--- src/rtl/uart_tx_fifo.sv ---
// uart_tx_fifo: byte FIFO feeding an 8N1 UART serializer; define UART_TX_PARITY_EN for 8E1 framing.
module uart_tx_fifo #(
  parameter int CLKS_PER_BIT = 434,
  parameter int FIFO_DEPTH   = 16
) (
  input  logic                          i_clk,
  input  logic                          i_reset,
  input  logic                          i_wr_en,
  input  logic [7:0]                    i_wr_data,
  output logic                          o_full,
  output logic                          o_empty,
  output logic [$clog2(FIFO_DEPTH):0]   o_count,
  output logic                          o_busy,
  output logic                          o_tx
);
  localparam int AW = $clog2(FIFO_DEPTH);
  localparam int CW = $clog2(CLKS_PER_BIT);
  localparam logic [CW-1:0] BAUD_MAX = CW'(CLKS_PER_BIT - 1);
`ifdef UART_TX_PARITY_EN
  typedef enum logic [2:0] {IDLE, START, DATA, PARITY, STOP} state_t;
`else
  typedef enum logic [2:0] {IDLE, START, DATA, STOP} state_t;
`endif
  state_t        state_q;
  logic [7:0]    mem_q [FIFO_DEPTH];
  logic [AW:0]   wr_q, rd_q, wr_d, rd_d;
  logic [CW-1:0] baud_q;
  logic [2:0]    idx_q;
  logic [7:0]    sh_q, head;
  logic          tx_q, push, pop, bit_end;
`ifdef UART_TX_PARITY_EN
  logic          par_q;
`endif
  assign o_count = wr_q - rd_q;
  assign o_full  = o_count == (AW+1)'(FIFO_DEPTH);
  assign o_empty = o_count == '0;
  assign o_busy  = state_q != IDLE;
  assign o_tx    = tx_q;
  assign head    = mem_q[rd_q[AW-1:0]];
  assign bit_end = baud_q == '0;
  assign push    = i_wr_en && !o_full;
  // A pop at the end of STOP chains the next frame with no idle gap.
  assign pop     = !o_empty && (state_q == IDLE || (state_q == STOP && bit_end));
  assign wr_d    = push ? wr_q + 1'b1 : wr_q;
  assign rd_d    = pop ? rd_q + 1'b1 : rd_q;
  always_ff @(posedge i_clk) begin
    if (push && !i_reset) mem_q[wr_q[AW-1:0]] <= i_wr_data;
  end
  always_ff @(posedge i_clk) begin
    if (i_reset) begin
      state_q <= IDLE;
      wr_q    <= '0;
      rd_q    <= '0;
      baud_q  <= '0;
      idx_q   <= '0;
      sh_q    <= '0;
      tx_q    <= 1'b1;
`ifdef UART_TX_PARITY_EN
      par_q   <= 1'b0;
`endif
    end else begin
      wr_q <= wr_d;
      rd_q <= rd_d;
      if (pop) begin
        state_q <= START;
        baud_q  <= BAUD_MAX;
        sh_q    <= head;
        tx_q    <= 1'b0;
`ifdef UART_TX_PARITY_EN
        par_q   <= ^head;
`endif
      end else if (state_q != IDLE) begin
        baud_q <= bit_end ? BAUD_MAX : baud_q - 1'b1;
        if (bit_end) begin
          case (state_q)
            START: begin
              state_q <= DATA;
              tx_q    <= sh_q[0];
              sh_q    <= sh_q >> 1;
            end
            DATA: begin
              idx_q <= idx_q + 1'b1;
              if (idx_q == 3'd7) begin
`ifdef UART_TX_PARITY_EN
                state_q <= PARITY;
                tx_q    <= par_q;
`else
                state_q <= STOP;
                tx_q    <= 1'b1;
`endif
              end else begin
                tx_q <= sh_q[0];
                sh_q <= sh_q >> 1;
              end
            end
`ifdef UART_TX_PARITY_EN
            PARITY: begin
              state_q <= STOP;
              tx_q    <= 1'b1;
            end
`endif
            default: begin
              state_q <= IDLE;
              tx_q    <= 1'b1;
            end
          endcase
        end
      end
    end
  end
endmodule
--- config.mk ---
export PLATFORM = sky130hd
export DESIGN_NAME = uart_tx_fifo
export DESIGN_NICKNAME = d
export VERILOG_FILES = /design/src/rtl/uart_tx_fifo.sv
export SDC_FILE = /design/constraint.sdc
export NUM_CORES = 1
export LEC_CHECK = 0
export BUFFER_PORTS_ARGS = -buffer_cell sky130_fd_sc_hd__buf_2
export CORE_UTILIZATION = 50
export CTS_CLUSTER_DIAMETER = 50
export DETAILED_ROUTE_END_ITERATION = 16
export HOLD_SLACK_MARGIN = 0.05
export PLACE_DENSITY = 0.66
export SYNTH_ARGS = -nofsm -noshare
export SYNTH_HDL_FRONTEND = slang
export SYNTH_SLANG_ARGS = --single-unit
--- constraint.sdc ---
create_clock -name i_clk -period 3.7 [get_ports i_clk]
set_input_delay 1.11 -clock i_clk [delete_from_list [all_inputs] [get_ports i_clk]]
set_output_delay 1.11 -clock i_clk [all_outputs]
set_load 0.005 [all_outputs]
Yosys cells after proc, flatten, opt, wreduce, memory -nomap -nowiden --
Memories as Yosys holds them, arrays and structs flattened. A register that Yosys moved wholly into a read port is not among the register bits. Cells that the tools add are included.
Cells by class: $mul 0, reductions and logical operators 21, order comparisons 0, equal/unequal tests 8, muxes and demuxes 22, shifts and indexed selects 0, divide/modulo/power cells 0, add/subtract/negate cells 5, bitwise operators 1
Operators with widths (number):
- 2-to-1 mux 8 bit | 4
- 2-to-1 mux 9 bit | 3
- case mux 8 bit (2 select lines) | 1
- adder 5 x 1 -> 5 bit (second input constant) | 2
- logical NOT 9 bit | 1
- 2-to-1 mux 1 bit | 9
- subtractor 9 x 1 -> 9 bit (second input constant) | 1
- 2-to-1 mux 4 bit | 2
- AND reduction 4 bit | 2
- == test 3 x 2 -> 1 bit (second input constant) | 2
- inequality test 3 bit (second input constant) | 2
- case mux 3 bit (2 select lines) | 1
- AND reduction 3 bit | 2
- nonzero test 3 bit | 2
- == test 5 bit (second input constant) | 1
- logical NOT 5 bit | 1
- subtractor 5 bit | 1
- logical AND 1 bit | 4
- nonzero test 2 bit | 2
- adder 3 x 1 -> 3 bit (second input constant) | 1
- == test 3 x 1 -> 1 bit (second input constant) | 1
- == test 3 bit (second input constant) | 1
- logical NOT 1 bit | 3
- logical NOT 3 bit | 1
- 7 further kinds | 7
Storage, ports and cells: latch bits 0, logic and storage cells 67, register bits after elaboration 34, bits in read-only memories 0, output and inout bits 9, memories 1, memory bits (writable) 128
Memories:
- mem_q | depth 16, bits a word 8, rd ports 1, clocked after memory_dff 1, wr ports 1, RTL line 25 | logic [7:0] mem_q [FIFO_DEPTH];

Logic depth before layout (Yosys ltp) --
Gate-level depths: netlist (run 1).
depth after elaboration 7, gate-level depth with buffers 12

Worst setup path after synthesis (run 1) --
OpenSTA, ideal clock, no wires.
path kind register to output, start register wr_q[0], end output port o_empty, stages on the path, launching flop included 9, buffers on the path 1, arrival time 1.988 ns, setup slack 0.602 ns, cells stage by stage dfxtp_1 > inv_1 > ha_1 > inv_1 > fa_1 > nand3b_1 > a211o_1 > a2bb2oi_2 > buf_6
Between the ends: cells in the longest elaborated chain, start to end 2
RTL lines:
- from (decl) | RTL line 26 | logic [AW:0] wr_q, rd_q, wr_d, rd_d;
- from (signal assigned) | RTL line 62 | wr_q <= wr_d;
- subtractor 5 bit | RTL line 34 | assign o_count = wr_q - rd_q;
- net o_count[1] | RTL line 12 | output logic [$clog2(FIFO_DEPTH):0] o_count,
- logical NOT 5 bit | RTL line 36 | assign o_empty = o_count == '0;
- to (decl) | RTL line 11 | output logic o_empty,
The timed path passes the listed nets, and every way through them passes these cells.

Worst setup path after layout (run 1) --
start register wr_q[0], end output port o_full
Between the ends: cells in the longest elaborated chain, start to end 2
RTL lines:
- subtractor 5 bit | RTL line 34
- == test 5 bit | RTL line 35 | assign o_full = o_count == (AW+1)'(FIFO_DEPTH);
- to (decl) | RTL line 10 | output logic o_full,
No other way between the ends.

==> results.md, run 1 <==
Clock tree:
- The cell sitting at the root of the clock tree is a clkbuf_16.
- In this run, CTS created clock tree buffers numbering 17.
- The buffer levels on the longest clock path is 2.
- CTS built an H-tree with a depth of 4.
- The clock tree from TritonCTS is built.
- Clock-pin slew was measured on the worst setup and hold paths at 0.06 ns.
- The clock latency reported for the late side of the worst-skew pair is 0.42 ns.
- Clock tree synthesis found a total of 165 sinks.
- The count of hold-fix buffers inserted at cts is 0.

Routing:
- The via count of the routed design is 3754.
- The final routed wire length divided by cell count is 20.3 µm.
- The via-per-instance ratio is 5.65.
- The wire length reported by the detailed router is 13500 µm.
- The first routing iteration left 277 violations.
- After detailed routing, the number of remaining DRC violations is 0.
- The detailed-router iteration count before antenna repair is 4.
- The number of nets with antenna violations after routing is 0.

Run:
- The max-cap check violation count is 0.

Synth:
- The synthesized net count is 459.
- The synthesized design contains 128 enable-type register cells.
- The synthesized area per cell is 16.2 µm².
- For this run, asynchronously set or reset flops after synthesis account for 0%.
- The netlist area before placement is 0.00699 mm².
- After synthesis, flip-flops and latches occupy 65.6% of the total area.
- In this run, synthesis produced a sequential element count of 165.
- The count of synthesis-stage warnings from yosys is 0.
- The count of different cell masters after synthesis is 56.
- The count of mapped cells out of synthesis is 430.
- Among all flip-flop cells after synthesis, the most frequent one is edfxtp_1.

Setup path:
- The number of cells traversed by the worst register-to-register path is 12.
- The worst setup path is launched from a flop.
- The critical path goes through inv_4 -> ha_2 -> inv_1 -> fa_1 -> nor3b_2 -> nand4b_1 -> a211oi_4 -> buf_2.
- The endpoint of the worst register-to-register path is mem_q[2][1].
- The required time at the endpoint of the critical path is 2.59 ns.
- In this run the register-to-register setup slack is 0.50 ns.
- The worst setup path category is reg -> out.
- The worst stage delay on the critical path is 0.50 ns.
- The launch point of the worst reg-to-reg path is wr_q[0].
- Among all stages on the critical path, the largest delay is contributed by fa_1.
- The worst setup path is captured at a primary output.
- The arrival time of data at the critical path endpoint is 2.49 ns.
- The largest driver fanout on the critical path is 3.

Worst hold path:
- The worst hold path was traced through 2 stages.
- The worst hold path terminates at sh_q[4].
- The startpoint identified for the worst hold timing path is sh_q[4].
- In this run the worst hold path is classified as reg -> reg.

Final layout:
- Compared with the post-synthesis result, the final layout area differs by 14.1%.
- The multi-input combinational cells in the finished layout cover a total of 0.00220 mm².
- The sequential cell area is 0.00459 mm².
- After the last flow step, the layout net total stands at 504.
- In the final layout, the share of cells above drive strength 1 is 28.1%.
- The number of filler instances in the final layout is 1038.
- In the layout the commonest cells are edfxtp_1, nor2_1, mux4_2.
- The number of diodes added for antenna fixing is 0.
- The library cell used most frequently in the layout, excluding fill and tap cells, is edfxtp_1.

STA:
- The total of endpoints with negative setup slack in the final report is 0.
- Hold is met by 0.470 ns.
- The worst-margin pin slew is 0.793 ns.
- The final worst setup slack is 0.105 ns.
- The final number of hold-violating endpoints is 0.
- The number of max-slew violations in the final report is 0.
- Counting I/O delays and the setup requirement, the final critical path takes 3.60 ns.
- The clock skew is 0.00577 ns.
- Derived from the worst setup path, the maximum achievable clock frequency is 278 MHz.
- The post-route clock period utilization is 97.2%.
- The relative max-transition margin is 47.1%.

Power:
- The clock network is responsible for 29.9% of the overall power.
- The power per cell area is 713 mW/mm².
- VDD sags by at most 0.378 mV.
- The internal power of the cells totals 3.92 mW.
- In this run the power spent charging and discharging nets is 1.76 mW.
- The switching part of the total power is 31.0%.
- For this design the static power due to leakage is 2.72 nW.
- The sequential cell fraction of total power is 39.3%.
- The share of total power in combinational logic is 30.8%.

Status:
- The flow ran to the end, and the final reports show no timing, DRC or antenna violations.

Global route:
- The via count of the first global-routing pass is 3799.
- The pin count of the biggest net entering global routing is 37.
- Global routing used 20.7% of the available tracks across all layers.
- The first global-routing pass estimated 21100 µm of wire.
- The initial antenna violation count is 0.
- The overall overflow remaining after global route is 0.

Die:
- The area of the die is 0.0144 mm².
- The count of pins on the block boundary is 20.
- The cell row count is 42.
- The area of the placeable core is 0.0135 mm².
- Once the floorplan was initialized, standard cells occupied 51.9% of the core.
- The floorplan step set the die width to 120 µm.
- The die height is 120 µm.

Placed design:
- Timing analysis after detailed placement gives a worst setup slack of 0.364 ns.
- The HPWL after detailed placement is 8660 µm.
- Routability-driven placement finished with a final weighted congestion of 0.803.
- Port buffering added 19 buffers.
==> Yosys cell counts, drive strengths merged (7+ instances only) <==
| cell | number | area share (%) |
|---|---|---|
| a21oi | 14 | 1.1 |
| a221oi | 8 | 1.2 |
| buf | 13 | 1.2 |
| clkbuf | 7 | 0.57 |
| dfxtp | 37 | 11 |
| edfxtp | 128 | 55 |
| ha | 17 | 3.0 |
| inv | 21 | 1.1 |
| mux4 | 39 | 13 |
| nand2 | 19 | 1.0 |
| nor2 | 40 | 2.3 |
| nor3 | 13 | 1.1 |
| xnor2 | 12 | 1.5 |
==> routing by layer <==
metal	up-vias	track usage, %	routed length, µm
li1	1740	-	-
met1	1898	25.7	5560
met2	100	34.1	6790
met3	16	6.75	873
met4	0	7.27	249
met5	-	0	0
==> state kept, by name, indices dropped and copies added, names as in the netlist, named ones only <==
name and count:
state_q 2, baud_q 9, sh_q 8, o_tx 1, rd_q 5, mem_q 128, idx_q 3, wr_q 5
==> critical path: cells and delay by family, from the launching register on <==
family / cells / cell delay [ns]
buffers and inverters: 3 / 0.26
and+or+nand+nor: 2 / 0.46
AOI/OAI and AO/OA: 1 / 0.32
adders and majority gates: 2 / 0.66
DFF: 1 / 0.36
==> timing repair <==
action,in CTS,in global routing
buffers inserted,1,2
resized for setup,1,6
setup endpoints to repair,1,2
gates cloned,0,0
pin swaps,1,5
==> cell type report <==
type | instances | share of cell area (%)
Clock buffer | 20 | 5.73
Clock inverter | 12 | 1.51
Inverter | 22 | 1.07
Multi-Input combinational cell | 223 | 27.6
Sequential cell | 165 | 57.6
Tap cell | 176 | 2.76
Timing Repair Buffer | 46 | 3.74
==> kinds of logic (layout without fill, tap and decap cells) <==
logic type,after synthesis,count (layout),synth area share (%)
flip-flops,165,165,65.6
AND/OR/NAND/NOR,101,101,7.42
multiplexers,45,45,13.5
AO/OA/AOI/OAI,43,43,5.14
buffers and inverters,42,100,2.97
adder cells (fa/ha/maj),18,18,3.33
XOR/XNOR,16,16,2.01
==> per-stage QoR <==
| step | util, % | power [mW] | cells | TNS, ns | instance area (µm²) |
|---|---|---|---|---|---|
| global route | 59.3 | 5.98 | 664 | -0.0168 | 7970 |
| global placement | 54.7 | 3.94 | 629 | 0 | 7360 |
| detailed placement | 54.7 | 3.99 | 629 | 0 | 7360 |
| finish | 59.3 | 5.68 | 664 | 0 | 7970 |
| CTS | 59.0 | 5.69 | 662 | 0 | 7940 |
| floorplan | - | 3.62 | 430 | 0 | 6990 |
==> how the worst max path moves through the flow <==
stage             from  endpoint  slack, ns
6_report       wr_q[0]    o_full       0.10
5_1_grt        wr_q[0]    o_full      -0.02
4_1_cts        wr_q[0]    o_full       0.06
3_5_place_dp   wr_q[0]    o_full       0.36
3_3_place_gp   wr_q[0]    o_full       0.51
2_1_floorplan  wr_q[0]   o_empty       0.60
==> power groups by stage <==
stage / Sequential (mW) / Combinational (mW) / Clock [mW]
6_report: 2.23 / 1.75 / 1.70
5_1_grt: 2.25 / 1.93 / 1.80
2_1_floorplan: 2.24 / 1.38 / 0
3_5_place_dp: 2.27 / 1.72 / 0
3_3_place_gp: 2.26 / 1.68 / 0
4_1_cts: 2.23 / 1.73 / 1.73
No activity file was read; power rests on OpenSTA's default activity.
==> run 2, diff against run 1 <==
--- a/config.mk
+++ b/config.mk
@@ -6,6 +6,7 @@
 export NUM_CORES = 1
 export LEC_CHECK = 0
 export BUFFER_PORTS_ARGS = -buffer_cell sky130_fd_sc_hd__buf_2
+export CORE_MARGIN = 2
 export CORE_UTILIZATION = 50
 export CTS_CLUSTER_DIAMETER = 50
 export DETAILED_ROUTE_END_ITERATION = 16
@@ -14,3 +15,4 @@
 export SYNTH_ARGS = -nofsm -noshare
 export SYNTH_HDL_FRONTEND = slang
 export SYNTH_SLANG_ARGS = --single-unit
+export TNS_END_PERCENT = 10
==> run 2 against run 1 <==
  * Clock power about the same
  * Register-to-register slack better by 0.15 ns
  * Combinational power about the same
  * Die area up 3.4%
  * Sequential share of layout area up 0.18 points
  * Critical path depth unchanged
  * Clock-buffer cell count up 4
  * Fmax down 0.29%
  * Hold slack worse by 0.0054 ns
  * Sequential cell count unchanged
  * Critical path type unchanged
==> results.md, run 2 (synthesized netlist as in run 1, its figures left out) <==
Status:
- The flow ran to the end, and the final reports show no timing, DRC or antenna violations.

Power:
- Summed over all cells, the static leakage comes to 2.69 nW.
- The worst ir drop on vdd is 0.479 mV.
- The power per cell area is 711 mW/mm².

Routing:
- In the routed design, unresolved DRC markers number 0.
- Dividing the detail-routed via count by the number of cells gives 5.64.
- The routed layout has 3746 vias.
- The detailed-router iteration count before antenna repair is 5.
- The number of DRC violations after detailed-routing iteration 0 is 260.
- The wire length reported by the detailed router is 13300 µm.
- Once detail routing completed, the nets flagged for antenna violations numbered 0.
- In the final routed layout, each cell accounts on average for 20.0 µm.

Final layout:
- Compared with the post-synthesis result, the final layout area differs by 13.7%.
- The library cells used most frequently in the layout, excluding fill and tap cells, are edfxtp_1, nor2_1, mux4_2.
- The most common library cell in the layout ignoring fill and taps is edfxtp_1.
- The number of diodes added for antenna fixing is 0.
- The number of filler instances in the final layout is 1089.
- The final cell count without fillers is 664.
- The layout net count is 500.
- The register with the most flip-flops in the layout has 128 of them.
- The fraction of final layout cells sized beyond drive strength 1 is 26.4%.

Die:
- Row generation in the floorplan step produced 43 rows.
- The die height is 122 µm.
- The area of the placeable core is 0.0138 mm².
- The horizontal die dimension is 122 µm.
- The die covers 0.0149 mm².
- The count of pins on the block boundary is 20.
- The starting density of the core is 50.7%.

Setup path:
- The kind of end point of the critical path is a primary output.
- The required time at the endpoint of the critical path is 2.59 ns.
- The largest driver fanout on the critical path is 5.
- The number of buffers and inverters on the critical path is 3.
- The worst setup path category is reg -> out.
- In this design, the stage delay of the slowest critical-path cell is 0.45 ns.
- The dominant delay contributor by cell family on the critical path is adder cells.
- The cell repeated most along the worst path is inv_1.
- The worst setup path is launched from a flop.
- The critical path goes through inv_1 -> ha_1 -> inv_1 -> fa_1 -> nand3b_1 -> a211o_1 -> a211oi_4 -> buf_2.
- On the critical path, the stage with the largest delay is an instance of fa_1.
- The arrival time of data at the critical path endpoint is 2.50 ns.

STA:
- Of the available clock period, the critical path in the final layout requires 97.5%.
- Setup repair after global routing could not meet its margin everywhere.
- For this run, the top clock speed supported by timing is 277 MHz.
- In this run the tightest slew margin relative to its limit is 56.5%.
- The final number of hold-violating endpoints is 0.
- Clock skew on the completed layout was measured at 0.00863 ns.
- The shortest clock period the worst path allows after layout is 3.61 ns.
- The worst-margin pin slew is 0.652 ns.
- The number of max-slew violations in the final report was 0.
- Setup violations remaining at the end of the flow were counted as 0.
- After layout, the worst setup slack is 0.0941 ns.

Clock tree:
- The clock edge transition at the registers on the reported setup and hold paths is 0.06 ns.
- The tree built by TritonCTS fans out to 165 sinks.
- The later pin in the worst-skew pair is clocked with a latency of 0.42 ns.
- The buffer levels on the longest clock path is 2.
- The number of buffers inserted during clock tree synthesis is 17.
- The number of H-tree levels is 4.
- The clock tree from TritonCTS is built.
- Clock tree synthesis selected as its root buffer the cell clkbuf_16.

Placed design:
- The worst slack at placement is 0.369 ns.
- The count of buffers from port buffering is 19.
- The number of placed instances, taps included is 630.
- At the end of routability-driven placement, the weighted congestion stood at 0.822.
- The post-detailed-placement half-perimeter wirelength is 8290 µm.

Worst hold path:
- The path type of the worst min-delay path is reg -> reg.

Global route:
- The via count of the first global-routing pass is 3730.
- The pin count of the biggest net entering global routing is 36.
- The overall routing resource usage is 19.8%.
- The first global-routing pass estimated 21200 µm of wire.
- The initial antenna violation count is 0.
- Global routing finished with a remaining overflow of 0.

Run:
- Across the run, the number of max-cap violations was 0.
[run 2: changes by cell type in the layout (fill, tap and decap cells not counted), moves of 2 or more]
cell,before,now
inv_6,5,3
clkbuf_8,2,4
buf_4,27,23
clkbuf_1,1,3
[run 2: final cells by class]
type	count	area (µm²)	area share, %
clock buffer	24	492	6.19
timing repair buffer	42	268	3.37
clock inverter	8	87.6	1.10
tap	180	225	2.84
multi-input combinational	223	2200	27.7
sequential	165	4590	57.8
inverter	22	82.6	1.04
[run 2: routing by layer]
metal / vias up / global-route usage, % / part of all wire, %
met1: 1939 / 27.0 / 45
met5: - / 0 / 0
met2: 68 / 31.3 / 50
met4: 0 / 6.47 / 0.89
met3: 10 / 5.15 / 3.8
li1: 1729 / - / -
[run 2: power breakdown]
group	leakage, nW	internal, mW	switching, mW
Clock	0.286	1.01	0.693
Sequential	1.46	2.14	0.0886
Combinational	0.952	0.789	0.933
[run 2: worst register-to-register path, stage by stage (launching register included)]
cell      delay, ns
dfxtp_2        0.35
inv_1          0.10
ha_1           0.17
inv_1          0.05
fa_1           0.40
xor2_1         0.22
nand4b_1       0.21
a211oi_4       0.10
buf_4          0.15
nor3b_1        0.37
nand2_1        0.20
nor3_1         0.17
buf_4          0.24
[run 2: final timing paths]
path	from	to	slack, ns	cells past startpoint
worst max register to register	wr_q[0]	mem_q[0][3]	0.65	12
worst max-delay path	wr_q[0]	o_full	0.09	8
worst min-delay path	sh_q[6]	sh_q[6]	0.46	2
worst min register to register	sh_q[6]	sh_q[6]	0.46	2
[run 2: per-stage QoR]
step | util [%] | hold slack, ns | total power [mW] | TNS, ns | cell area (µm²)
5_1_grt | 57.6 | 0.484 | 5.96 | -0.0155 | 7940
2_1_floorplan | - | 0.443 | 3.62 | 0 | 6990
4_1_cts | 57.6 | 0.467 | 5.70 | 0 | 7930
6_report | 57.6 | 0.465 | 5.65 | 0 | 7940
3_3_place_gp | 53.3 | 0.449 | 3.94 | 0 | 7340
3_5_place_dp | 53.3 | 0.457 | 3.99 | 0 | 7340
[run 2: repair_timing]
item	CTS	global route
hold buffers	0	0
endpoints found under the setup margin	1	1
pin swaps	1	2
setup buffers	1	1
gates resized for setup	1	1
==> run 3, diff against run 2 <==
==> constraint.sdc (replaced) <==
create_clock -name i_clk -period 3.7 [get_ports i_clk]
set_input_delay 0.37 -clock i_clk [delete_from_list [all_inputs] [get_ports i_clk]]
set_output_delay 0.37 -clock i_clk [all_outputs]
set_load 0.005 [all_outputs]
==> run 3 against run 2 <==
  * Utilization is 0.13 points lower
  * Clock skew grew 0.0082 ns
  * Total power rose by 0.94%
  * Design area down 0.22%
  * Combinational power barely moved
  * Die area unchanged
  * Via count shrank 0.48%
  * Sequential power about the same
  * Critical path type unchanged
  * Critical endpoint is now o_empty
  * Largest power group unchanged
==> results.md, run 3 (synthesized netlist as in run 1, its figures left out) <==
Status:
- The run finished with clean final reports.

Die:
- The area of the placeable core is 0.0138 mm².
- The die covers 0.0149 mm².
- From bottom edge to top edge, the die measures 122 µm.
- The floorplan has 43 rows.
- Measured along the x axis, the die boundary spans 122 µm.
- 20 I/O pins were placed.
- The initial utilization of the core area, before any placement, comes to 50.7%.

Global route:
- The via count of the first global-routing pass is 3708.
- The overall routing resource usage is 19.7%.
- The initial antenna violation count is 0.
- The first-pass GRT wire length is 20900 µm.
- The pin count of the biggest net entering global routing is 37.
- Global routing finished with a remaining overflow of 0.

STA:
- The worst pin sits at a relative slew slack of 49.3%.
- The worst-margin pin slew is 0.760 ns.
- The clock skew is 0.0168 ns.
- After layout, the minimum clock period comes to 3.21 ns.
- The setup TNS after final layout is 0 ns.
- The number of max-slew violations in the final report is 0.
- Setup violations remaining at the end of the flow were counted as 0.
- The final number of hold-violating endpoints came to 0.
- The post-route clock period utilization is 86.8%.
- Setup repair after global routing left no endpoint under its margin.
- The achievable clock frequency is 311 MHz.
- The worst hold slack is 0.308 ns.

Routing:
- The wire length reported by the detailed router is 13400 µm.
- The detailed-router iteration count before antenna repair is 7.
- The DRC violations left is 0.
- The final routed wire length divided by cell count is 20.3 µm.
- In this run the remaining antenna-violating nets after routing total 0.
- The via count of the routed design is 3728.
- The number of DRC violations after detailed-routing iteration 0 is 265.
- Using the TritonRoute via totals, the vias-per-cell ratio works out to 5.66.

Clock tree:
- After clock tree synthesis, the flow added hold-fix buffers numbering 0.
- The number of buffers inserted during clock tree synthesis is 17.
- The buffer levels on the longest clock path is 2.
- Once the clock tree was built, the resizer swapped 0 gates to a different size.
- TritonCTS built the clock tree.
- The number of H-tree levels is 4.
- The number of setup buffers added after CTS is 0.
- The tree is rooted in a clkbuf_16.
- For the worst-skew pair, the clock arrives at the later sink with an insertion delay of 0.44 ns.
- The clock edge transition at the registers on the reported setup and hold paths is 0.07 ns.
- The count of clock tree sinks is 165.

Power:
- For this design the ratio of total power to cell area is 719 mW/mm².
- The sequential cell fraction of total power is 39.1%.
- For this design the total switching power over the nets is 1.82 mW.
- The clock power share is 30.9%.
- The leakage power of the design is 2.67 nW.
- The share of total power in combinational logic is 30.0%.
- Of the total power, the share spent switching nets is 32.0%.
- The worst ir drop on vdd is 0.441 mV.
- The total internal power is 3.88 mW.

Final layout:
- Cells fill 57.5% of the core in the end.
- The final cell count without fillers is 659.
- At the end of the flow, the number of nets in the layout was 495.
- In the layout the commonest cells are edfxtp_1, nor2_1, mux4_2.
- The layout-stage area growth over the synthesis result is 13.4%.
- Of the cells placed in the final design, the portion with a size suffix greater than 1 is 25.7%.
- The number of antenna diodes in the final layout is 0.
- After routing the design area is 0.00792 mm².
- The library cell used most frequently in the layout, excluding fill and tap cells, is edfxtp_1.
- The register with the most flip-flops in the layout has 128 of them.

Worst hold path:
- Counting instances, the worst hold path has a depth of 1.
- The startpoint identified for the worst hold timing path is i_wr_data[5].
- The path type of the worst min-delay path is in -> reg.
- The endpoint of the worst hold-timing path is mem_q[7][5].

Setup path:
- The endpoint identified for the worst register-to-register timing path is mem_q[7][0].
- Of all nets on the critical path, the largest fanout is 8.
- The arrival time of data at the critical path endpoint is 2.84 ns.
- STA classifies the critical path endpoint as a primary output.
- The setup check on the worst reg-to-reg path leaves a slack of 0.54 ns.
- The worst setup path is of the reg -> out kind.
- In this run the critical register-to-register path is launched from wr_q[0].
- For the worst flop-to-flop path, the logic depth is 10.
- STA puts the critical path data required time at 3.33 ns.
- The category of the worst setup path launch point is a flop.

Placed design:
- The placed instances occupy a cell area of 0.00732 mm².
- At the end of routability-driven placement, the weighted congestion stood at 0.757.
- After legalization and detailed placement, the total HPWL measured 8470 µm.
- The number of placed instances, taps included is 627.
- Buffers placed on the I/O ports in this run total 19.

Run:
- Across the run, the number of max-cap violations was 0.
run 3: area by class of cell:
| type | count | area [µm²] |
|---|---|---|
| clock buffers | 17 | 425 |
| clock inverters | 15 | 180 |
| fillers | 1087 | 5850 |
| inverters | 22 | 82.6 |
| multi-input cells | 223 | 2190 |
| flip-flops and latches | 165 | 4590 |
| well taps | 180 | 225 |
| repair buffers | 37 | 230 |
run 3: how the worst max path moves through the flow:
stage,from,slack (ns),depth (start not counted),endpoint
after floorplan,wr_q[0],0.63,10,mem_q[0][0]
after global placement,wr_q[0],0.70,10,mem_q[7][0]
after detailed placement,wr_q[0],0.55,10,mem_q[7][5]
after CTS,wr_q[0],0.47,9,o_empty
after global routing,wr_q[0],0.21,10,mem_q[7][0]
final,wr_q[0],0.49,9,o_empty
run 3: worst max-delay path, stage by stage (launching register included):
cell and delay, ns:
dfxtp_1 0.42, inv_1 0.11, ha_1 0.21, inv_1 0.07, fa_1 0.44, nor3b_1 0.20
nand4b_1 0.24, a2bb2oi_2 0.35, buf_4 0.25, buf_2 0.13
run 3: per-stage QoR:
step	worst slack [ns]	power, mW
after floorplan	0.634	3.62
after global placement	0.702	3.96
after detailed placement	0.548	3.99
after CTS	0.467	5.76
after global routing	0.212	5.99
final	0.489	5.70
run 3: power groups by stage:
stage / Clock [mW] / Sequential [mW] / Combinational (mW)
final: 1.76 / 2.23 / 1.71
after floorplan: 0 / 2.24 / 1.38
after global placement: 0 / 2.26 / 1.70
after CTS: 1.79 / 2.23 / 1.74
after detailed placement: 0 / 2.27 / 1.72
after global routing: 1.87 / 2.24 / 1.88
run 3: layer usage:
| metal | global-route usage [%] | vias to the layer above | share of wire [%] |
|---|---|---|---|
| li1 | - | 1727 | - |
| met1 | 24.3 | 1913 | 41 |
| met2 | 33.9 | 78 | 54 |
| met3 | 4.96 | 10 | 4.0 |
| met4 | 6.68 | 0 | 1.1 |
| met5 | 0 | - | 0 |
